[src/rtl/lsu_pkg.sv]
// Shared LSU load-path types: size encodings, FSM state, size helper.
// Imported by load_align_unit and ld_extend.
package lsu_pkg;

  localparam logic [1:0] LD_BYTE  = 2'd0;
  localparam logic [1:0] LD_HALF  = 2'd1;
  localparam logic [1:0] LD_WORD  = 2'd2;
  localparam logic [1:0] LD_DWORD = 2'd3;

  typedef enum logic [1:0] {
    IDLE,
    RD0,
    RD1,
    RESP
  } ld_state_e;

  function automatic logic [3:0] size_bytes(input logic [1:0] size);
    return 4'd1 << size;
  endfunction

endpackage

[src/rtl/ld_extend.sv]
// Load-data extractor: shifts a two-word buffer right by offset bytes,
// masks to the access size and zero/sign-extends to DATA_W.
// Ports: data_buf (2*DATA_W), offset, size, sgn -> result (DATA_W).
module ld_extend
  import lsu_pkg::*;
#(
  parameter int DATA_W = 32,
  parameter int OFF_W  = $clog2(DATA_W / 8)
) (
  input  logic [2*DATA_W-1:0] data_buf,
  input  logic [OFF_W-1:0]    offset,
  input  logic [1:0]          size,
  input  logic                sgn,
  output logic [DATA_W-1:0]   result
);

  logic [DATA_W-1:0] lo;
  logic [DATA_W-1:0] mask;
  logic              msb;

  always_comb begin
    lo   = DATA_W'(data_buf >> {offset, 3'b000});
    mask = '1;
    msb  = 1'b0;
    unique case (size)
      LD_BYTE: begin
        mask = DATA_W'(8'hff);
        msb  = lo[7];
      end
      LD_HALF: begin
        mask = DATA_W'(16'hffff);
        msb  = lo[15];
      end
      LD_WORD: begin
        mask = DATA_W'({32{1'b1}});
        msb  = lo[31];
      end
      default: begin
        mask = '1;
        msb  = lo[DATA_W-1];
      end
    endcase
    result = (sgn && msb) ? (lo | ~mask)
                          : (lo & mask);
  end

endmodule

[src/rtl/load_align_unit.sv]
// Load-path formatter: word-aligned memory reads, byte/half/word
// extraction and extension, valid/ready result handshake.
// Ports: req_* (request in), mem_* (data memory), resp_* (result out).
// Macro LD_MISALIGN_SPLIT_EN: serve word-crossing loads with two reads;
// when undefined, misaligned loads return resp_err without memory access.
module load_align_unit
  import lsu_pkg::*;
#(
  parameter int DATA_W = 32,
  parameter int ADDR_W = 32,
  parameter int TAG_W  = 5
) (
  input  logic              clk,
  input  logic              rst_n,
  input  logic              req_valid,
  output logic              req_ready,
  input  logic [ADDR_W-1:0] req_addr,
  input  logic [1:0]        req_size,
  input  logic              req_signed,
  input  logic [TAG_W-1:0]  req_tag,
  output logic              mem_req,
  output logic [ADDR_W-1:0] mem_addr,
  input  logic              mem_rvalid,
  input  logic [DATA_W-1:0] mem_rdata,
  output logic              resp_valid,
  input  logic              resp_ready,
  output logic [DATA_W-1:0] resp_data,
  output logic [TAG_W-1:0]  resp_tag,
  output logic              resp_err
);

  localparam int BYTES = DATA_W / 8;
  localparam int OFF_W = $clog2(BYTES);

  ld_state_e state;

  logic [OFF_W-1:0]    off_q;
  logic [1:0]          size_q;
  logic                sgn_q;
  logic [OFF_W-1:0]    req_off;
  logic                size_bad;
  logic                reject;
  logic [ADDR_W-1:0]   word_mask;
  logic [2*DATA_W-1:0] ext_buf;
  logic [DATA_W-1:0]   ext_data;

  assign req_off   = req_addr[OFF_W-1:0];
  assign size_bad  = (req_size == LD_DWORD)
                  && (DATA_W == 32);
  assign word_mask = {ADDR_W{1'b1}} << OFF_W;

`ifdef LD_MISALIGN_SPLIT_EN
  logic [DATA_W-1:0] lo_buf;
  logic              crosses;

  assign reject  = size_bad;
  assign crosses = (5'(off_q) + 5'(size_bytes(size_q)))
                 > 5'(BYTES);
`else
  logic mis;

  // offset not a multiple of the access size
  assign mis    = |(req_off
                  & OFF_W'(size_bytes(req_size) - 4'd1));
  assign reject = size_bad || mis;
`endif

  always_comb begin
    ext_buf = {{DATA_W{1'b0}}, mem_rdata};
`ifdef LD_MISALIGN_SPLIT_EN
    if (state == RD1)
      ext_buf = {mem_rdata, lo_buf};
`endif
  end

  ld_extend #(
    .DATA_W (DATA_W),
    .OFF_W  (OFF_W)
  ) u_ext (
    .data_buf (ext_buf),
    .offset   (off_q),
    .size     (size_q),
    .sgn      (sgn_q),
    .result   (ext_data)
  );

  assign req_ready  = (state == IDLE);
  assign mem_req    = (state == RD0)
                   || (state == RD1);
  assign resp_valid = (state == RESP);

  always_ff @(posedge clk) begin
    if (!rst_n) begin
      state     <= IDLE;
      mem_addr  <= '0;
      resp_data <= '0;
      resp_tag  <= '0;
      resp_err  <= 1'b0;
      off_q     <= '0;
      size_q    <= LD_BYTE;
      sgn_q     <= 1'b0;
`ifdef LD_MISALIGN_SPLIT_EN
      lo_buf    <= '0;
`endif
    end else begin
      unique case (state)
        IDLE: begin
          if (req_valid) begin
            off_q     <= req_off;
            size_q    <= req_size;
            sgn_q     <= req_signed;
            resp_tag  <= req_tag;
            resp_data <= '0;
            if (reject) begin
              resp_err <= 1'b1;
              state    <= RESP;
            end else begin
              resp_err <= 1'b0;
              mem_addr <= req_addr & word_mask;
              state    <= RD0;
            end
          end
        end
        RD0: begin
          if (mem_rvalid) begin
`ifdef LD_MISALIGN_SPLIT_EN
            lo_buf <= mem_rdata;
            if (crosses) begin
              mem_addr <= mem_addr
                        + ADDR_W'(BYTES);
              state    <= RD1;
            end else begin
              resp_data <= ext_data;
              state     <= RESP;
            end
`else
            resp_data <= ext_data;
            state     <= RESP;
`endif
          end
        end
        RD1: begin
`ifdef LD_MISALIGN_SPLIT_EN
          if (mem_rvalid) begin
            resp_data <= ext_data;
            state     <= RESP;
          end
`else
          state <= IDLE;
`endif
        end
        RESP: begin
          if (resp_ready)
            state <= IDLE;
        end
        default: state <= IDLE;
      endcase
    end
  end

endmodule

[config.mk]
export PLATFORM = sky130hd
export DESIGN_NAME = load_align_unit
export DESIGN_NICKNAME = d
export VERILOG_FILES = /design/src/rtl/lsu_pkg.sv /design/src/rtl/ld_extend.sv /design/src/rtl/load_align_unit.sv
export SDC_FILE = /design/constraint.sdc
export NUM_CORES = 1
export LEC_CHECK = 0
export CAP_MARGIN = 20
export CORE_MARGIN = 3
export CORE_UTILIZATION = 35
export DETAILED_ROUTE_END_ITERATION = 16
export DONT_BUFFER_PORTS = 1
export HOLD_SLACK_MARGIN = 0.15
export PLACE_DENSITY_LB_ADDON = 0.05
export SLEW_MARGIN = 20
export SYNTH_ARGS = -nofsm -noshare
export SYNTH_HDL_FRONTEND = slang
export SYNTH_SLANG_ARGS = --single-unit
[constraint.sdc]
create_clock -name clk -period 1.5 [get_ports clk]
set_input_delay 0.225 -clock clk [delete_from_list [all_inputs] [get_ports clk]]
set_output_delay 0.225 -clock clk [all_outputs]
set_load 0.05 [all_outputs]
==> results.txt, run 1 <==
- The pre-antenna-repair detailed-routing pass consisted of 4 iterations.
- For met1 alone, demand over resource in global routing was 0.260.
- Clock latency on the worst-skew pair, taken at its later pin, is between 300 and 400 ps.
- Vias in the first global route: ~3,000
- Unique masters post-synth: 32
* Worst path setup slack after routing: -35.7 ps
- Number of pins exceeding their max-slew limit in the final report: 0
- Derived from the worst setup path, the maximum achievable clock frequency is 651 MHz.
* Post-layout net count: 558
- Pin slew with the least headroom to its limit: slightly below 600 ps
* Type of origin of the critical path: flop
- After the first detailed-routing iteration, the DRC count stood at 93.
* Core area: 8850 µm²
* Top-level port count: 150
- After clock tree synthesis, the clock-pin slew on the worst setup and hold paths is 80 ps.
- Total power consumption of the routed design: a little over 0.008 W
* Synth Register Bits: 75
- For this run, global-route usage on met3 was measured as 0.0689.
- Maximum fanout encountered on the critical timing path: 8
- In the final layout, the multi-input gates occupy 2030 µm².
* Synth Instances: around 360
- Of the available clock period, the critical path in the final layout requires 1.02.
* Post-detailed-routing wire length: around 11,000 µm
* Min-Delay Path Class: input port to flop
* Power density over cell area: ~1600 nW/µm²
* Normalized max-slew margin: 0.608
* Antenna violations before repair: 0
- Area growth from synthesis to final layout: 60.8%
* Die outline width: 102 µm
- The wire-length estimate of the detail-placed layout is between 6000 and 7000 µm.
* Average wire per cell in the routed design: ~19 µm
- Placed inst area: approximately 3800 µm²
* Top library cells by usage in the layout, fill and taps aside: sky130_fd_sc_hd__dfxtp_1, sky130_fd_sc_hd__buf_4, sky130_fd_sc_hd__nand2_1, sky130_fd_sc_hd__dlygate4sd3_1, sky130_fd_sc_hd__a21oi_1
- TritonCTS built the clock tree.
- The detailed router placed 3,151 vias in this run.
- Failing checks: setup timing
- The die is just over 100 µm tall.
- Routability-driven placement finished with a final weighted congestion of approximately 0.8.
- met2 is the most crowded layer.
* Number of input and output port buffers inserted: 0
- For this run, design rule violations remaining after detail routing come to 0.
- Final Skew: between 15 and 20 ps
* Number of setup violations in the final report: 23
- The share of the Yosys chip area taken by registers is 0.464.
- Entering global routing, the biggest net connects 45 pins.
* Combined flip-flop and latch cell area: ~1500 µm²
- TritonCTS created 9 clock buffers.
* Final antenna-violating net count: 0
- Layout filler cell count: ~800
* Startpoint-to-endpoint class of the critical path: flop to flop
* Die Footprint: around 10,000 µm²
- For this run, the total global-route usage over all layers was measured as 0.204.
* Count of yosys warnings during synthesis: 0
- The clock passes through at most 2 buffers.
* Maxcap violations: 0
- Summing every instance area after synthesis gives between 3000 and 4000 µm².
- Data on the critical path is required at its endpoint by 1770 ps.
- Average vias per placed instance: about 5.3
- Cell row count: 34
- Outcome: finished with violations
- The finished cells cover roughly 5200 µm².
- Fraction of layout instances using a drive strength above 1: 0.416
- Setup repair after global routing missed its margin: true
* Grt ovf: 0
* Buffer cell driving the clock tree root: sky130_fd_sc_hd__clkbuf_8
- In the global route stage, met2 resource usage came out at 0.332.
- Effective utilization at floorplan: 0.366
- The routed design could run at a clock period as short as roughly 1500 ps.
- The final number of hold-violating endpoints came to 0.
- Leaving out fill and tap cells, the most frequent cell in the layout is sky130_fd_sc_hd__dfxtp_1.
- Diode count: 0
- Worst vdd rail ir drop: just under 0.8 mV
- Worst setup EP type: flop
* # clock sinks: 75
- For the final routed database, the setup TNS stands at -430 ps.
* First-pass GRT wire length: 16,400 µm
- In this run the static leakage power is between 1.5 and 2 nW.
* Worst EP arrival: between 1500 and 2000 ps
* Mean post-synth cell area: between 8 and 9 µm²
- In this run the number of H-tree levels came out at 3.
## cell families after synthesis
kind of cell	after synthesis	share of synthesized area
fa+ha+maj	3	0.0116
flops	75	0.464
buf+inv	32	0.0452
mux	26	0.114
other cells	1	0.00116
simple gates	113	0.152
compound gates	114	0.212
## where the power goes
part | internal (W) | total [W] | switching [W]
Combinational | 0.00167 | 0.00359 | 0.00193
Clock | 0.00115 | 0.00190 | 0.000756
Sequential | 0.00223 | 0.00281 | 0.000577
## synth_stat cells
cell                        instances  area (µm²)
sky130_fd_sc_hd__nand2_1           83         312
sky130_fd_sc_hd__dfxtp_1           75        1500
sky130_fd_sc_hd__a21oi_1           51         255
sky130_fd_sc_hd__o21ai_0           24         120
sky130_fd_sc_hd__a22oi_1           23         173
sky130_fd_sc_hd__clkbuf_1          18        67.6
sky130_fd_sc_hd__mux2i_1           11         110
sky130_fd_sc_hd__nor2_1            11        41.3
sky130_fd_sc_hd__a32o_1             8        80.1
sky130_fd_sc_hd__mux4_2             8         180
sky130_fd_sc_hd__mux2_2             7        78.8
sky130_fd_sc_hd__nor3_1             6        30.0
sky130_fd_sc_hd__nand2b_1           5        31.3
sky130_fd_sc_hd__inv_1              4        15.0
sky130_fd_sc_hd__a211oi_1           3        22.5
sky130_fd_sc_hd__buf_1              3        11.3
sky130_fd_sc_hd__buf_2              3        15.0
sky130_fd_sc_hd__ha_1               3        37.5
sky130_fd_sc_hd__buf_4              2        15.0
sky130_fd_sc_hd__buf_6              2        22.5
sky130_fd_sc_hd__nor2b_1            2        12.5
sky130_fd_sc_hd__o21a_1             2        15.0
sky130_fd_sc_hd__and2_1             1        6.26
sky130_fd_sc_hd__conb_1             1        3.75
sky130_fd_sc_hd__nand3_1            1        5.00
sky130_fd_sc_hd__nand4bb_4          1        27.5
sky130_fd_sc_hd__nor3b_1            1        7.51
sky130_fd_sc_hd__nor4_1             1        6.26
sky130_fd_sc_hd__nor4_2             1        12.5
sky130_fd_sc_hd__o211ai_1           1        7.51
sky130_fd_sc_hd__o21ai_1            1        5.00
sky130_fd_sc_hd__o21ai_2            1        8.76
## cell type report
| class | count | share of cell area |
|---|---|---|
| clock buffer | 11 | 0.0272 |
| clock inverter | 5 | 0.0192 |
| inverter | 4 | 0.00385 |
| multi-input combinational | 259 | 0.390 |
| sequential | 75 | 0.290 |
| tap | 108 | 0.0260 |
| timing repair buffer | 129 | 0.243 |
## critical path, stage by stage (launching register included)
cell and delay (ps):
sky130_fd_sc_hd__dfxtp_4 380, sky130_fd_sc_hd__mux2i_1 140, sky130_fd_sc_hd__mux4_2 510, sky130_fd_sc_hd__nand4bb_4 300, sky130_fd_sc_hd__o21ai_1 120
## repair_timing
action                                  CTS  global route
resized for setup                        69            71
hold buffers                             49             0
endpoints found under the hold margin    56             0
cloned                                    5             3
buffers inserted                          5             2
endpoints found under the setup margin   62            59
pin swaps                                17            36
## state kept, by name (all words and copies together) (netlist names)
signal / cells
sgn_q: 1
mem_addr: 30
resp_tag: 5
state: 2
size_q: 2
resp_err: 1
resp_data: 32
off_q: 2
## per-stage QoR
| stage | hold WS, ps | setup slack [ps] | std cells | utilization |
|---|---|---|---|---|
| floorplan | 361 | -80.0 | 365 | - |
| global placement | 363 | -146 | 513 | 0.431 |
| detailed placement | 368 | -173 | 513 | 0.431 |
| CTS | 151 | -1.46 | 586 | 0.550 |
| global route | 181 | -104 | 591 | 0.588 |
| finish | 155 | -35.7 | 591 | 0.588 |
## per-layer routing
layer	share of wire	wire length [µm]
met5	0	0
met4	0.011	124
met1	0.43	4880
met2	0.48	5470
met3	0.073	831
## final timing paths
kind,from,endpoint,slack [ps],depth (start not counted)
hold reg to reg,mem_addr[15]$_SDFFE_PN0P_,mem_addr[15]$_SDFFE_PN0P_,450,2
hold / removal,mem_rdata[31],resp_data[15]$_SDFFE_PN0P_,160,3
setup reg to reg,off_q[0]$_SDFFE_PN0P_,resp_data[17]$_SDFFE_PN0P_,-40,4
setup / recovery,off_q[0]$_SDFFE_PN0P_,resp_data[17]$_SDFFE_PN0P_,-40,4
Note: power is estimated with default switching activity, not from simulation.
==> inputs of run 2 (changes only) <==
Settings changed: CTS_BUF_LIST set to sky130_fd_sc_hd__clkbuf_8, CTS_CLUSTER_SIZE set to 30.
==> run 2 against run 1 <==
- the run still ends with setup timing left
- critical endpoint unchanged
- worst setup slack got worse by 2.2 ps
- register-to-register slack about the same
- hold slack improved by 1.2 ps
==> results.txt, run 2 (synthesized netlist as in run 1, its figures left out) <==
- The setup path with the least slack is of type flop to flop.
- # clock sinks: 75 (unchanged)
- The number of top-level design ports is 150 (unchanged).
- The global-route usage over all layers was 0.200 (-0.00333).
* Worst Hold Launch: mem_rdata[31]
- The area inside the core boundary came to 8850 µm² (unchanged).
- Die outline width: 102 µm (unchanged)
- The power per cell area was 1610 nW/µm² (+0.80%).
* CTS tree: yes
* Longest Clk Path Bufs: 2 (unchanged)
* Normalized max-slew margin: 0.610 (+0.00236)
* Height of the die: 102 µm (unchanged)
- The data arrival time of the critical path is 1810 ps (about the same).
* Number of flip-flops under the largest register name: 32 (unchanged)
- H-tree depth: 3 (unchanged)
* Maximum fanout encountered on the critical timing path: 8 (unchanged)
- The number of buffers added on ports is 0 (unchanged).
- The via density per instance was 5.29 (-0.69%).
- Cell row count: 34 (unchanged)
* Number of setup violations in the final report: 18 (-22%)
* Register bank with the most flops: resp_data
- The total wirelength of the detailed-routed design is 11,200 µm (-1.0%).
* DRC: 0 (unchanged)
* Worst reg2reg startpoint: off_q[0]$_SDFFE_PN0P_
- The achievable clock frequency was 650 MHz (-0.14%).
* Detailed placement HPWL: 6960 µm (unchanged)
- Post-route design area: 5110 µm² (-1.8%)
- The portion of the clock cycle consumed by the worst path in the final layout was 1.03 (+0.00146).
- Post-layout net count: 557 (-0.18%)
- Average wire per cell in the routed design: 19.0 µm (-0.86%)
- Worst path setup slack after routing: -37.9 ps (-2.19 ps)
* Grt ovf: 0 (unchanged)
- The number of antenna violations at the first check in global routing was 0 (unchanged).
- The via total after detailed routing was 3,124 (-0.86%).
- Pin slew with the least headroom to its limit: 584 ps (-3.53 ps)
- Worst setup EP type: flop
- The die area was 10,400 µm² (unchanged).
- The worst clock skew on the final layout was 15.9 ps (+0.0321 ps).
- The tightest min-delay check is of the input port to flop type.
- The critical path starts at off_q[0]$_SDFFE_PN0P_.
- Initial detailed-routing violation count: 77 (-17%)
- Required time reported for the critical path endpoint: 1770 ps (about the same)
- Top library cells by usage in the layout, fill and taps aside: sky130_fd_sc_hd__dfxtp_1, sky130_fd_sc_hd__nand2_1, sky130_fd_sc_hd__buf_4
- Buffer cell driving the clock tree root: sky130_fd_sc_hd__clkbuf_8
* Clock-pin slew of the registers on the worst-case setup and hold paths: 80 ps (about the same)
- Worst vdd rail ir drop: 0.770 mV (-1.7%)
* Worst slack on hold paths: 157 ps (+1.25 ps)
- In the final layout, the registers with the most flip-flops are resp_data x32, mem_addr x30, resp_tag x5.
- The weighted congestion reported at the end of routability-driven placement is 0.820 (unchanged).
* Commonest non-fill, non-tap cell in the layout: sky130_fd_sc_hd__dfxtp_1
- Layout filler cell count: 797 (+1.8%)
- The checks that failed: setup timing.
- Leak: 1.91 nW (-1.8%)
* Iteration count of the initial detailed-routing pass: 4 (unchanged)
- The fraction of layout cells with a size suffix above 1 is 0.378 (-0.0386).
- Placed inst area: 3810 µm² (unchanged)
* Effective utilization at floorplan: 0.366 (unchanged)
- Final antenna-violating net count: 0 (unchanged)
- Final critical delay including setup and external delays: 1540 ps (+2.19 ps)
- The number of violations of the max-capacitance limit is 0 (unchanged).
* Setup repair after global routing missed its margin: true
- The final number of hold-violating endpoints came to 0 (unchanged).
- The area growth from synthesis to layout is 58.0%.
* Combined flip-flop and latch cell area: 1510 µm² (unchanged)
- The via count of the first global-routing pass came to 2,966 (-0.84%).
- Diode count: 0 (unchanged)
* Clock insertion delay at the later pin of the skew report: 350 ps (about the same)
- The wire length of the first global-routing pass was 16,200 µm (-1.3%).
- Area of the multi-input gates: 1970 µm² (-2.8%)
- Number of pins exceeding their max-slew limit in the final report: 0 (unchanged)
* Type of origin of the critical path: flop
* Outcome: finished with violations
* Pin count of the biggest net entering global routing: 45 (unchanged)
- The CTS buffer count came to 9 (unchanged).
## run 2: cell types whose count changed in the layout (fill, tap and decap cells not counted), moves of 2 or more
cell                      before  now
sky130_fd_sc_hd__a21oi_1      39   41
sky130_fd_sc_hd__a21oi_2      12   10
sky130_fd_sc_hd__buf_8         6    3
sky130_fd_sc_hd__nand2_1      49   65
sky130_fd_sc_hd__nand2_2      23    9
sky130_fd_sc_hd__nand2_4      11    9
## run 2: power breakdown
group	internal [W]	switching [W]
registers	0.00223	0.000575
clock network	0.00114	0.000765
logic	0.00162	0.00189
total	0.00499	0.00323
## run 2: per-stage QoR
stage	TNS [ps]	std cells	total power, W	setup WS, ps	util
6_report	-350	590	0.00822	-37.9	0.578
5_1_grt	-2810	590	0.00859	-96.5	0.578
4_1_cts	-158	583	0.00792	-25.3	0.543
3_5_place_dp	-5210	513	0.00525	-173	0.431
3_3_place_gp	-4070	513	0.00523	-146	0.431
2_1_floorplan	-1280	365	0.00448	-80.0	-
## run 2: area by class of cell
cell class / count / area share
multi-input combinational: 259 / 0.386
tap: 108 / 0.0264
timing repair buffer: 128 / 0.241
clock buffer: 10 / 0.0269
sequential: 75 / 0.295
inverter: 4 / 0.00391
clock inverter: 6 / 0.0203
## run 2: worst paths after layout
| check | end | slack [ps] | cells past startpoint |
|---|---|---|---|
| max reg2reg | resp_data[17]$_SDFFE_PN0P_ | -40 | 4 |
| min reg2reg | mem_addr[10]$_SDFFE_PN0P_ | 460 | 2 |
| min | resp_data[15]$_SDFFE_PN0P_ | 160 | 3 |
| max | resp_data[17]$_SDFFE_PN0P_ | -40 | 4 |
## run 2: layer usage
metal / up-vias / track usage / part of all wire
met2: 126 / 0.327 / 0.48
met1: 1465 / 0.255 / 0.43
met4: 0 / 0.0515 / 0.010
li1: 1524 / - / -
met3: 9 / 0.0676 / 0.080
met5: - / 0 / 0
## run 2: timing repair
| item | 4_1_cts | 5_1_grt |
|---|---|---|
| pin swaps | 17 | 36 |
| hold buffers | 48 | 1 |
| endpoints found under the setup margin | 62 | 62 |
| cloned | 3 | 4 |
| endpoints found under the hold margin | 56 | 1 |
| buffers inserted | 5 | 2 |
| gates resized for setup | 61 | 57 |
## run 2: worst max-delay path, stage by stage (launching register included)
cell and delay (ps):
sky130_fd_sc_hd__dfxtp_4 380, sky130_fd_sc_hd__mux2i_1 140, sky130_fd_sc_hd__mux4_2 510, sky130_fd_sc_hd__nand4bb_4 300, sky130_fd_sc_hd__o21ai_1 120
